==> src/rtl/sync_fifo_param.sv <==
// ---------------------------------------------------------------------------------------------
// sync_fifo_param
//
// Parametrised single-clock FIFO. It has a generic word width and depth, programmable
// almost-full and almost-empty levels, an occupancy count and a data_valid strobe. It sits
// between a producer and a consumer that share one clock domain.
//
// Optional build macro:
//   FIFO_FWFT_EN  defined   : first-word-fall-through. data_out shows the head word
//                             combinationally, data_valid = !empty, and rd_en pops the head.
//                 undefined : registered read. An accepted read loads data_out on the next
//                             edge and pulses data_valid for one cycle.
//
// Parameters:
//   FIFO_WIDTH  data word width (>= 1)
//   FIFO_DEPTH  number of entries (>= 2). It does not have to be a power of two.
//   AF_LEVEL    almostfull asserts when AF_LEVEL <= count < FIFO_DEPTH
//   AE_LEVEL    almostempty asserts when 0 < count <= AE_LEVEL
//   CNT_W       width of count, derived as $clog2(FIFO_DEPTH+1)
//
// Ports:
//   clk          in   1           clock, rising edge
//   rst          in   1           asynchronous reset, active high
//   wr_en        in   1           write request
//   data_in      in   FIFO_WIDTH  write data
//   rd_en        in   1           read request (pop acknowledge in FWFT mode)
//   data_out     out  FIFO_WIDTH  read data
//   data_valid   out  1           data_out carries a newly popped word (head valid in FWFT)
//   wr_ack       out  1           registered: write of the previous cycle was accepted
//   overflow     out  1           registered: write of the previous cycle was rejected (full)
//   underflow    out  1           registered: read of the previous cycle was rejected (empty)
//   full         out  1           count == FIFO_DEPTH
//   empty        out  1           count == 0
//   almostfull   out  1           AF_LEVEL <= count < FIFO_DEPTH
//   almostempty  out  1           0 < count <= AE_LEVEL
//   count        out  CNT_W       current occupancy
// ---------------------------------------------------------------------------------------------

module sync_fifo_param #(
    parameter int unsigned FIFO_WIDTH = 16,
    parameter int unsigned FIFO_DEPTH = 8,
    parameter int unsigned AF_LEVEL   = FIFO_DEPTH - 1,
    parameter int unsigned AE_LEVEL   = 1,
    localparam int unsigned CNT_W     = $clog2(FIFO_DEPTH + 1)
) (
    input  logic                  clk,
    input  logic                  rst,
    input  logic                  wr_en,
    input  logic [FIFO_WIDTH-1:0] data_in,
    input  logic                  rd_en,
    output logic [FIFO_WIDTH-1:0] data_out,
    output logic                  data_valid,
    output logic                  wr_ack,
    output logic                  overflow,
    output logic                  underflow,
    output logic                  full,
    output logic                  empty,
    output logic                  almostfull,
    output logic                  almostempty,
    output logic [CNT_W-1:0]      count
);

    // Depth is at least 2, so the pointer is at least one bit wide.
    localparam int unsigned PTR_W = $clog2(FIFO_DEPTH);

    localparam logic [CNT_W-1:0] DEPTH_CNT = CNT_W'(FIFO_DEPTH);
    localparam logic [CNT_W-1:0] AF_CNT    = CNT_W'(AF_LEVEL);
    localparam logic [CNT_W-1:0] AE_CNT    = CNT_W'(AE_LEVEL);
    localparam logic [PTR_W-1:0] LAST_PTR  = PTR_W'(FIFO_DEPTH - 1);

    // Storage and state
    logic [FIFO_WIDTH-1:0] mem [FIFO_DEPTH];

    logic [PTR_W-1:0] wr_ptr_q, wr_ptr_d;
    logic [PTR_W-1:0] rd_ptr_q, rd_ptr_d;
    logic [CNT_W-1:0] count_q,  count_d;
    logic             wr_ack_q,    wr_ack_d;
    logic             overflow_q,  overflow_d;
    logic             underflow_q, underflow_d;

    logic wr_accept;
    logic rd_accept;

    // The pointers wrap explicitly at FIFO_DEPTH-1. This keeps depths that are not a power
    // of two working correctly.
    function automatic logic [PTR_W-1:0] ptr_inc(input logic [PTR_W-1:0] ptr);
        return (ptr == LAST_PTR) ? '0 : ptr + 1'b1;
    endfunction

    // Acceptance is judged against the registered count. A full FIFO therefore rejects the
    // write half of a simultaneous request, and an empty FIFO rejects the read half.
    always_comb begin
        wr_accept = wr_en && (count_q < DEPTH_CNT);
        rd_accept = rd_en && (count_q != '0);
    end

    // Next-state logic for pointers, occupancy and the handshake strobes
    always_comb begin
        wr_ptr_d    = wr_ptr_q;
        rd_ptr_d    = rd_ptr_q;
        count_d     = count_q;
        wr_ack_d    = wr_accept;
        overflow_d  = wr_en && !wr_accept;
        underflow_d = rd_en && !rd_accept;

        if (wr_accept) begin
            wr_ptr_d = ptr_inc(wr_ptr_q);
        end
        if (rd_accept) begin
            rd_ptr_d = ptr_inc(rd_ptr_q);
        end

        case ({wr_accept, rd_accept})
            2'b10:   count_d = count_q + 1'b1;
            2'b01:   count_d = count_q - 1'b1;
            default: count_d = count_q;
        endcase
    end

    always_ff @(posedge clk or posedge rst) begin
        if (rst) begin
            wr_ptr_q    <= '0;
            rd_ptr_q    <= '0;
            count_q     <= '0;
            wr_ack_q    <= 1'b0;
            overflow_q  <= 1'b0;
            underflow_q <= 1'b0;
        end else begin
            wr_ptr_q    <= wr_ptr_d;
            rd_ptr_q    <= rd_ptr_d;
            count_q     <= count_d;
            wr_ack_q    <= wr_ack_d;
            overflow_q  <= overflow_d;
            underflow_q <= underflow_d;
        end
    end

    // Storage has no reset. Its contents do not matter after reset because the pointers
    // and the count restart from zero.
    always_ff @(posedge clk) begin
        if (wr_accept) begin
            mem[wr_ptr_q] <= data_in;
        end
    end

`ifdef FIFO_FWFT_EN
    // The head word falls through combinationally. It is not meaningful while empty.
    always_comb begin
        data_out   = mem[rd_ptr_q];
        data_valid = !empty;
    end
`else
    logic [FIFO_WIDTH-1:0] data_out_q;
    logic                  data_valid_q;

    // Registered read. data_out keeps the last popped word until the next accepted read.
    always_ff @(posedge clk or posedge rst) begin
        if (rst) begin
            data_out_q   <= '0;
            data_valid_q <= 1'b0;
        end else begin
            data_valid_q <= rd_accept;
            if (rd_accept) begin
                data_out_q <= mem[rd_ptr_q];
            end
        end
    end

    always_comb begin
        data_out   = data_out_q;
        data_valid = data_valid_q;
    end
`endif

    // Flags are decoded from count, so they are valid in the same cycle that count updates.
    always_comb begin
        count       = count_q;
        wr_ack      = wr_ack_q;
        overflow    = overflow_q;
        underflow   = underflow_q;
        full        = (count_q == DEPTH_CNT);
        empty       = (count_q == '0);
        almostfull  = (count_q >= AF_CNT) && !full;
        almostempty = (count_q <= AE_CNT) && !empty;
    end

endmodule

==> config.mk <==
export PLATFORM = sky130hd
export DESIGN_NAME = sync_fifo_param
export DESIGN_NICKNAME = d
export VERILOG_FILES = /design/src/rtl/sync_fifo_param.sv
export SDC_FILE = /design/constraint.sdc
export NUM_CORES = 1
export LEC_CHECK = 0
export ABC_CLOCK_PERIOD_IN_PS = 3700
export CAP_MARGIN = 15
export CORE_ASPECT_RATIO = 0.75
export CORE_MARGIN = 1
export CORE_UTILIZATION = 30
export DETAILED_ROUTE_END_ITERATION = 16
export PLACE_DENSITY = 0.58
export SLEW_MARGIN = 20
export SYNTH_ARGS = -nofsm -noshare
export SYNTH_HDL_FRONTEND = slang
export SYNTH_SLANG_ARGS = --single-unit
==> constraint.sdc <==
create_clock -name clk -period 3.7 [get_ports clk]
set_input_delay 0.74 -clock clk [delete_from_list [all_inputs] [get_ports clk]]
set_output_delay 0.74 -clock clk [all_outputs]
set_load 0.05 [all_outputs]
==> flow_summary.json <==
{
  "status": "complete, no violations",
  "die_w_um": 169.7,
  "ctsRootBufferMaster": "clkbuf_16",
  "avgSynthCellArea_um2": 17.10,
  "setup_tns_ns": 0,
  "yosysTopAreaCell": "edfxtp_1",
  "path_cells": "inv_1 > ha_1 > nor3b_2 > clkdlybuf4s50_1",
  "io_buffers": 47,
  "yosys_warnings": 0,
  "clockBufferDepth": 2,
  "ios": 48,
  "syn_nets": 398,
  "layout-area-overhead-vs-synth_pct": 23.84,
  "fin_nets": 465,
  "peakVddDrop_mv": 0.3177,
  "postCtsHoldBufs": 0,
  "p_total_mw": 6.619,
  "rsz0062_at_grt": "false",
  "ys_seq_elements": 158,
  "max_freq_mhz": 321.1,
  "dp_hpwl_mm": 8.388,
  "dr_total_vias": 3376,
  "rows": 45,
  "worstSetupPathType": "reg2out",
  "grt-ovfl-total": 0,
  "postCtsSetupBuffers": 0,
  "clk_pin_slew_ns": 0.06,
  "clock-sinks": 158,
  "drc_errors": 0,
  "crit_cells": 4,
  "grt_pass1_wl_mm": 21.08,
  "slew_viol_final": 0,
  "grt_use_total_pct": 13.37,
  "place_congestion": 0.7189,
  "reg2reg_depth": 10,
  "num-fill-cells": 1872,
  "syn_inst": 370,
  "crit_path_end_kind": "primary output",
  "initial_core_util_pct": 30.96,
  "min_delay_path_depth": 2,
  "ys_seq_area_share_pct": 72.60,
  "grt_max_degree": 37,
  "layout_min_cycle_time_ns": 3.114,
  "netlist_area_um2": 6329,
  "slew-limit-headroom_pct": 33.15,
  "cp.required_ns": 2.96,
  "skew_ns": 0.01105,
  "min_period_over_period_pct": 84.17,
  "critPathTopFamily": "buffers and inverters",
  "dr.first_iter.drc_count": 191,
  "wire_per_inst_um": 18.33,
  "p_leak_nw": 2.794,
  "ant_nets": 0,
  "hp-class": "reg2reg",
  "cts-htree-levels": 4,
  "powerDensity_nw_per_um2": 844.5,
  "ys_top_cells_by_area": "edfxtp_1 61%, dfrtp_1 12%, mux2_2 5.7%",
  "crit_fanout": 6,
  "routed_wl_mm": 13.42,
  "cap_violations": 0,
  "core-area_um2": 20440,
  "synth_top_area_share_pct": 60.74,
  "via_per_inst": 4.612,
  "register_area_um2": 4596,
  "dr.pass1.iters": 5,
  "critPathArrivalTime_ns": 2.37,
  "antenna_cells": 0,
  "die-area_um2": 21690,
  "postCtsResizedCells": 0,
  "clk_latency_ns": 0.42,
  "die_h_um": 127.8,
  "tritoncts": "done",
  "final_layout_size_suffix_gt1_share_pct": 22.22,
  "critPathLaunchType": "register",
  "critPathMaxStageDelay_ns": 0.86,
  "synth_cell_types": 31,
  "crit_buf_inv": 2,
  "crit_path_top_delay_cell": "clkdlybuf4s50_1",
  "cts_buffers": 17,
  "multi_input_area_um2": 1612,
  "grt_pass1_vias": 3617,
  "tightest_slew_ns": 1.003,
  "antenna_found_initial": 0,
  "setup_viol": 0,
  "hold_viol": 0
}
per-layer routing:
| layer | up-vias | wire, um | global-route usage, % |
|---|---|---|---|
| met1 | 1718 | 6292 | 17.55 |
| li1 | 1577 | - | - |
| met4 | 0 | 189 | 4.822 |
| met5 | - | 0 | 0 |
| met2 | 68 | 6379 | 21.34 |
| met3 | 13 | 560 | 3.489 |
report_power, final:
part | total (mW) | internal [mW] | switching (mW)
registers | 2.52 | 2.25 | 0.272
clock network | 1.86 | 1.19 | 0.669
logic | 2.25 | 0.907 | 1.34
total | 6.62 | 4.34 | 2.28
cell usage after synthesis, drive strengths merged:
cell    number
o22ai       16
nor3         2
nand3b       1
nand4b       1
or4b         1
o21ai       20
nand2b       7
xnor2        3
and2         2
inv          7
dfrtp       30
edfxtp     128
a21oi        3
nor2         9
a22o        16
nor2b        1
o31ai       16
nor3b        1
nand2       10
and3         1
ha           8
mux2        34
mux2i       33
nor4b        1
buf         13
xor2         1
clkbuf       5
final cells by class:
cell class,instances,share of cell area [%]
Sequential cell,158,58.64
Clock buffer,18,5.476
Tap cell,282,4.502
Inverter,7,0.3352
Timing Repair Buffer,66,7.982
Clock inverter,14,2.506
Multi-Input combinational cell,187,20.56
registers in the layout (all words and copies together), names as in the netlist:
signal      cells
data_out       16
mem           128
wr_ptr_q        3
underflow       1
count           4
wr_ack          1
overflow        1
rd_ptr_q        3
data_valid      1
through the flow:
| stage | hold slack [ns] | area [um2] | instances | util, % | setup slack (ns) |
|---|---|---|---|---|---|
| after floorplan | 0.4906 | 6329 | 370 | - | 0.2887 |
| after global placement | 0.5193 | 7212 | 700 | 35.29 | 1.000 |
| after detailed placement | 0.5222 | 7212 | 700 | 35.29 | 0.9689 |
| after CTS | 0.5358 | 7838 | 732 | 38.35 | 0.5144 |
| after global routing | 0.5639 | 7838 | 732 | 38.35 | 0.4803 |
| final | 0.5281 | 7838 | 732 | 38.35 | 0.5855 |
placed cells by master (no fill, tap or decap), drive strengths merged, types with 7 or more instances in the layout:
master           n
buf             19
ha               8
dfrtp           30
o21ai           20
mux2i           33
clkinv           9
edfxtp         128
mux2            34
nand2b           7
a22o            16
clkbuf          18
nand2           10
inv              7
o31ai           16
o22ai           16
nor2             9
clkdlybuf4s50   47
worst paths after layout:
kind | startpoint | slack (ns) | to
max | count[1] | 0.59 | empty
min | data_out[1] | 0.53 | data_out[1]
max reg2reg | count[0] | 1.08 | count[3]
min reg2reg | data_out[1] | 0.53 | data_out[1]
max in group asynchronous | rst | 2.36 | data_out[5]
min in group asynchronous | rst | 0.74 | data_out[2]
worst min-delay path: stages (launching register included):
cell and delay [ns]:
dfrtp_1 0.33, o21ai_0 0.09, o31ai_2 0.06
kinds of logic (layout without fill, tap and decap cells):
group,after synthesis,after routing,synth area share [%]
AOI/OAI and AO/OA,71,71,8.778
xor gates and xnor gates,4,4,0.5537
adders and majority gates,8,8,1.582
buffers and inverters,25,105,2.175
DFF,158,158,72.60
muxes,67,67,11.27
and+or+nand+nor,37,37,3.045
No activity file was read; power rests on OpenSTA's default activity.
